### src/rtl/fetch_if.sv
// fetch_if: PC-sequencing and instruction-fetch handshake signals between pipeline, IMEM and fetch_seq.
interface fetch_if;
  logic [31:0] pc;
  logic        stall;
  logic        br_taken;
  logic [31:0] br_target;
  logic        jmp;
  logic [31:0] jmp_target;
  logic        exc;
  logic        imem_ack;
  logic [31:0] pc_new;
  logic        pc_en;
  logic        imem_req;
  logic        if_valid;
  logic        flush_if_id;
  logic        flush_id_ex;
  logic        fetch_err;
  modport master (
    input  pc, stall, br_taken, br_target, jmp, jmp_target, exc, imem_ack,
    output pc_new, pc_en, imem_req, if_valid, flush_if_id, flush_id_ex, fetch_err
  );
  modport slave (
    output pc, stall, br_taken, br_target, jmp, jmp_target, exc, imem_ack,
    input  pc_new, pc_en, imem_req, if_valid, flush_if_id, flush_id_ex, fetch_err
  );
endinterface

### src/rtl/fetch_seq.sv
// fetch_seq: next-PC arbitration and IMEM fetch sequencing, draining stale fetches after redirects.
module fetch_seq #(
  parameter logic [31:0] EXC_VECTOR = 32'h0000_0100,
  parameter int          MAX_WAIT   = 8,
  parameter int          CNT_W      = 4
) (
  input logic      clk,
  input logic      rst,
  fetch_if.master  bus
);
  typedef enum logic [1:0] {IDLE, FETCH, DRAIN} state_e;
  state_e             state_q, state_d;
  logic [CNT_W-1:0]   cnt_q, cnt_d;
  logic               timeout, to_exc, redir, take;
  always_ff @(posedge clk or posedge rst) begin
    if (rst) begin
      state_q <= IDLE;
      cnt_q   <= '0;
    end else begin
      state_q <= state_d;
      cnt_q   <= cnt_d;
    end
  end
  always_comb begin
    timeout          = state_q == FETCH && !bus.imem_ack && cnt_q == CNT_W'(MAX_WAIT - 1);
    to_exc           = bus.exc || timeout;
    redir            = state_q != IDLE && (to_exc || bus.br_taken || bus.jmp);
    take             = !redir && state_q == FETCH && bus.imem_ack && !bus.stall;
    bus.imem_req     = state_q == FETCH;
    bus.fetch_err    = timeout;
    bus.flush_if_id  = redir;
    bus.flush_id_ex  = redir && (to_exc || bus.br_taken);
    bus.if_valid     = take;
    bus.pc_en        = redir || take;
    bus.pc_new       = state_q == IDLE ? 32'd0 :
                       to_exc          ? EXC_VECTOR :
                       bus.br_taken    ? bus.br_target :
                       bus.jmp         ? bus.jmp_target : bus.pc + 32'd4;
    // any ack ends the outstanding request; a redirect without one leaves a stale ack to drain
    state_d          = state_q == IDLE ? FETCH :
                       bus.imem_ack    ? FETCH :
                       redir           ? DRAIN : state_q;
    cnt_d            = (state_q == FETCH && state_d == FETCH && !bus.imem_ack) ? cnt_q + 1'b1 : '0;
  end
endmodule

### src/flat_wrapper.sv
// flat-port wrapper written by rule: the top's interface ports become plain ports
module fetch_seq_flat 
#(
  parameter logic [31:0] EXC_VECTOR = 32'h0000_0100,
  parameter int          MAX_WAIT   = 8,
  parameter int          CNT_W      = 4
)
  (clk, rst, bus_pc, bus_stall, bus_br_taken, bus_br_target, bus_jmp, bus_jmp_target, bus_exc, bus_imem_ack, bus_pc_new, bus_pc_en, bus_imem_req, bus_if_valid, bus_flush_if_id, bus_flush_id_ex, bus_fetch_err);
  fetch_if bus_i ();
  input logic clk;
  input logic rst;
  input wire logic [$bits(bus_i.pc)-1:0] bus_pc;
  input wire logic [$bits(bus_i.stall)-1:0] bus_stall;
  input wire logic [$bits(bus_i.br_taken)-1:0] bus_br_taken;
  input wire logic [$bits(bus_i.br_target)-1:0] bus_br_target;
  input wire logic [$bits(bus_i.jmp)-1:0] bus_jmp;
  input wire logic [$bits(bus_i.jmp_target)-1:0] bus_jmp_target;
  input wire logic [$bits(bus_i.exc)-1:0] bus_exc;
  input wire logic [$bits(bus_i.imem_ack)-1:0] bus_imem_ack;
  output wire logic [$bits(bus_i.pc_new)-1:0] bus_pc_new;
  output wire logic [$bits(bus_i.pc_en)-1:0] bus_pc_en;
  output wire logic [$bits(bus_i.imem_req)-1:0] bus_imem_req;
  output wire logic [$bits(bus_i.if_valid)-1:0] bus_if_valid;
  output wire logic [$bits(bus_i.flush_if_id)-1:0] bus_flush_if_id;
  output wire logic [$bits(bus_i.flush_id_ex)-1:0] bus_flush_id_ex;
  output wire logic [$bits(bus_i.fetch_err)-1:0] bus_fetch_err;
  assign bus_i.pc = bus_pc;
  assign bus_i.stall = bus_stall;
  assign bus_i.br_taken = bus_br_taken;
  assign bus_i.br_target = bus_br_target;
  assign bus_i.jmp = bus_jmp;
  assign bus_i.jmp_target = bus_jmp_target;
  assign bus_i.exc = bus_exc;
  assign bus_i.imem_ack = bus_imem_ack;
  assign bus_pc_new = bus_i.pc_new;
  assign bus_pc_en = bus_i.pc_en;
  assign bus_imem_req = bus_i.imem_req;
  assign bus_if_valid = bus_i.if_valid;
  assign bus_flush_if_id = bus_i.flush_if_id;
  assign bus_flush_id_ex = bus_i.flush_id_ex;
  assign bus_fetch_err = bus_i.fetch_err;
  fetch_seq #(.EXC_VECTOR(EXC_VECTOR), .MAX_WAIT(MAX_WAIT), .CNT_W(CNT_W)) u_core (.clk(clk), .rst(rst), .bus(bus_i));
endmodule
### config.mk
export PLATFORM = sky130hd
export DESIGN_NAME = fetch_seq_flat
export DESIGN_NICKNAME = d
export VERILOG_FILES = /design/src/rtl/fetch_if.sv /design/src/rtl/fetch_seq.sv /design/src/flat_wrapper.sv
export SDC_FILE = /design/constraint.sdc
export NUM_CORES = 1
export LEC_CHECK = 0
export BUFFER_PORTS_ARGS = -buffer_cell sky130_fd_sc_hd__buf_4
export CORE_UTILIZATION = 41
export DETAILED_ROUTE_END_ITERATION = 6
export PLACE_DENSITY = 0.87
export SKIP_CTS_REPAIR_TIMING = 1
export SLEW_MARGIN = 15
export SYNTH_ARGS = -nofsm -noshare
export SYNTH_HDL_FRONTEND = slang
export SYNTH_SLANG_ARGS = --single-unit
### constraint.sdc
create_clock -name clk -period 5.45 [get_ports clk]
set_input_delay 1.09 -clock clk [delete_from_list [all_inputs] [get_ports clk]]
set_output_delay 1.09 -clock clk [all_outputs]
set_load 0.03 [all_outputs]
# After elaboration in Yosys (flattened, before gate mapping)
# Index checks and enable logic that the tools add are counted.
[word_totals]
output_inout_bits = 38
wordCells = 33
in_bits = 103
regBits = 6
[op_classes]
eq_ne = 3
n_reduce_logical = 18
mux = 8
add_sub_neg = 2
[ops]
columns = ["op", "count"]
rows = [
  ["$mux W32", 4],
  ["$add A32 B3 Y32 const B", 1],
  ["$logic_and A1 B1 Y1", 9],
  ["$mux W2", 3],
  ["$add A4 B1 Y4 const B", 1],
  ["$eq A2 B1 Y1 const B", 2],
  ["$eq A4 B3 Y1 const B", 1],
  ["$logic_or A1 B1 Y1", 4],
  ["$mux W4", 1],
  ["$logic_not A1 Y1", 3],
  ["$logic_not A2 Y1", 1],
  ["$reduce_bool A2 Y1", 1],
]

# Logic depth before layout (Yosys ltp)
[depth]
ltp_word = 14
mapped_depth = 6
depth_no_buf = 6

# Least setup slack after synthesis
# No wires, ideal clock.
[synth_timing]
path_type = "input -> output"
start = "input bus_pc[10]"
end = "output bus_pc_new[29]"
n_path_buf = 0
slack_ps = 1457
required_ps = 4360
arrival_ps = 2903
path_stages = 5
path_cell_list = "nand4_2 nor4_2 nand4_1 xor2_1 a211oi_1"
[synth_via]
elab_chain_len = 5
[synth_lines]
columns = ["element", "line_no", "source"]
rows = [
  ["from (decl)", "flat_wrapper.sv:12", "input wire logic [$bits(bus_i.pc)-1:0] bus_pc;"],
  ["$add A32 B3 Y32", "fetch_seq.sv:38", "bus.jmp ? bus.jmp_target : bus.pc + 32'd4;"],
  ["$mux W32", "fetch_seq.sv:38", ""],
  ["$mux W32", "fetch_seq.sv:37", "bus.br_taken ? bus.br_target :"],
  ["$mux W32", "fetch_seq.sv:36", "to_exc ? EXC_VECTOR :"],
  ["$mux W32", "fetch_seq.sv:35", "bus.pc_new = state_q == IDLE ? 32'd0 :"],
  ["to (decl)", "flat_wrapper.sv:20", "output wire logic [$bits(bus_i.pc_new)-1:0] bus_pc_new;"],
]
# No other way between the ends.

# Worst setup path in the final report
[layout_timing]
start = "input bus_pc[2]"
end = "output bus_pc_new[16]"
# The elaborated chain is that of the path after synthesis.

==> impl_metrics.env <==
export IMPL_status="completed"
export IMPL_die_y_um=63.8
export IMPL_ant_nets=0
export IMPL_finalSetupTns_ps=0
export IMPL_hp_class="flop to flop"
export IMPL_fp_row_count=22
export IMPL_globalRouteOverflowTotal=0
export IMPL_rrSetupSlack_ps=3740
export IMPL_grt_pass1_wl_mm=9.40
export IMPL_grt_max_degree=27
export IMPL_slowest_delay_ps=730
export IMPL_crit_buf_inv=2
export IMPL_clk_path_buf_depth=2
export IMPL_fin_ws_ps=1280
export IMPL_dp_cells=409
export IMPL_io_buffers=140
export IMPL_dpl_instance_area_sq_um=2620
export IMPL_crit_top_cell="buf_4"
export IMPL_crit_family="simple AND/OR/NAND/NOR gates"
export IMPL_crit_path_cell_trace="buf_4 > ha_1 > nand2_1 > nor4_1 > and4_2 > o21ai_0 > a21oi_1 > buf_4"
export IMPL_dieArea_sq_um=4070
export IMPL_syn_nets=340
export IMPL_fp_dieW_um=63.8
export IMPL_synthSimpleGateAreaFrac_pct=34.3
export IMPL_cellPowerDensity_nw_per_um2=128
export IMPL_min_period_ps=4170
export IMPL_whs_ps=476
export IMPL_synthXorXnorAreaFrac_pct=11.8
export IMPL_htree_levels=1
export IMPL_antenna_found_initial=0
export IMPL_clk_pin_slew_ps=40
export IMPL_cts_tree="done"
export IMPL_max_freq_ghz=0.240
export IMPL_synthesis_area_sq_um=1570
export IMPL_nets=471
export IMPL_worst_pin_slew_ps=968
export IMPL_synth_area_leader_cell="dfrtp_1"
export IMPL_synth_edf_count=0
export IMPL_cp_end_kind="output pin"
export IMPL_finish_utilization_pct=72.7
export IMPL_finalHoldViolations=0
export IMPL_yosys_warnings=0
export IMPL_relSlewSlack_pct=35.4
export IMPL_drive_above_1_share_pct=43.1
export IMPL_fin_crit_sh_pct=76.5
export IMPL_drc=0
export IMPL_dp_hpwl_mm=4.68
export IMPL_syn_area_per_cell_sq_um=6.66
export IMPL_peakVddDrop_mv=0.0626
export IMPL_core_area_sq_um=3660
export IMPL_synth_area_mux_share_pct=2.56
export IMPL_wire_per_inst_um=14.1
export IMPL_syn_inst=235
export IMPL_setup_viol=0
export IMPL_dr_total_vias=2312
export IMPL_synth_most_common_cell="nor2_1"
export IMPL_clock_tree_root_cell="clkbuf_8"
export IMPL_synth_seq_cells=6
export IMPL_pre_cts_ws_ps=1320
export IMPL_seq_area_frac_synth_pct=9.59
export IMPL_first_pass_iters=5
export IMPL_maxCapViolations=0
export IMPL_drv_slew=0
export IMPL_cts_buffers_inserted=3
export IMPL_synth_async_reset_ratio_pct=100
export IMPL_critPathKind="primary input to output pin"
export IMPL_n_fill_cell=314
export IMPL_crit_arrival_ps=3080
export IMPL_grt_pass1_vias=2178
export IMPL_power_uw=341
export IMPL_synth_flop_cell="dfrtp_1"
export IMPL_rsz0062_at_grt="no"
export IMPL_finalNonFillerCells=412
export IMPL_synth_area_top_cells="dfrtp_1, xor2_1, nor2_1"
export IMPL_via_per_inst=5.61
export IMPL_skew_ps=4.49
export IMPL_start_util_pct=42.8
export IMPL_start_kind="primary input"
export IMPL_yosys_cell_types_count=44
export IMPL_synth_compound_area_share_pct=33.7
export IMPL_area_delta_synth_final_pct=69.9
export IMPL_p_leak_nw=1.22
export IMPL_synth_top_area_share_pct=9.59
export IMPL_cp_slowest_cell="nor4_1"
export IMPL_routed_wl_mm=5.79
export IMPL_antenna_cells=0
export IMPL_synthAdderAreaFrac_pct=1.60
export IMPL_cp_required_ps=4360
export IMPL_fin_area_sq_um=2660
export IMPL_cp_max_fo=8
export IMPL_synth_common_cells="nor2_1, a21oi_1, nand2_1"
export IMPL_gp_congestion=0.862
export IMPL_grt_util_all_layers_pct=28.2
export IMPL_synth_top_family_by_area="simple AND/OR/NAND/NOR gates"
export IMPL_io_pins=141
export IMPL_drtIter0Drc=120
export IMPL_clock_sinks=6
export IMPL_clock_latency_ps=220
[layout by cell type (no fill, tap or decap), types with 2 or more instances in the layout]
cell,n
and4_1,5
and2_1,3
o21ai_0,14
nand2_1,18
buf_4,141
a222oi_1,3
nor2b_1,3
mux2i_1,4
clkbuf_8,3
and3_1,2
o22ai_1,12
dfrtp_1,6
a211oi_1,11
nand3b_1,2
inv_1,7
nor4_1,8
nand4_1,7
ha_1,2
xor2_1,13
o31a_2,4
a22oi_1,8
xnor2_1,8
nor2_1,26
nor3_1,4
nand3_1,10
a21oi_1,20
a31oi_1,2
[path summary, 6_finish.rpt]
check	start	depth (start not counted)	to
min in group asynchronous	rst	2	u_core.cnt_q[2]
setup reg to reg	u_core.cnt_q[0]	5	u_core.cnt_q[0]
hold reg to reg	u_core.cnt_q[0]	1	u_core.cnt_q[0]
setup / recovery	bus_pc[2]	8	bus_pc_new[16]
hold / removal	u_core.cnt_q[0]	1	u_core.cnt_q[0]
max in group asynchronous	rst	2	u_core.state_q[1]
[flip-flops by register name, indices dropped and copies added, names as in the netlist]
register and cells:
u_core.cnt_q 4, u_core.state_q 2
[power by group]
part	total, mW	switching (mW)	internal [mW]
Combinational	0.226	0.122	0.104
Clock	0.0672	0.0197	0.0475
Sequential	0.0482	0.00191	0.0463
Total	0.341	0.143	0.198
[area by class of cell]
cell class | instances | area, sq um | share of cell area, %
Timing Repair Buffer | 141 | 1060 | 39.8
Clock buffer | 3 | 41.3 | 1.55
Multi-Input combinational cell | 206 | 1320 | 49.6
Tap cell | 48 | 60.1 | 2.26
Sequential cell | 6 | 150 | 5.64
Inverter | 8 | 30.0 | 1.13
[cell families (layout without fill, tap and decap cells)]
group / after synthesis / after routing
adders and majority gates: 2 / 2
and+or+nand+nor: 98 / 98
muxes: 4 / 4
buffers and inverters: 23 / 152
AOI/OAI and AO/OA: 81 / 81
DFF: 6 / 6
xor gates and xnor gates: 21 / 21
[layer usage]
metal / up-vias / wire, um / global-route usage [%]
met5: - / 0 / 0
met4: 0 / 146 / 7.39
met3: 20 / 429 / 5.00
met2: 111 / 2790 / 50.9
met1: 1016 / 2430 / 33.8
li1: 1165 / - / -
(Power assumes the default switching activity.)
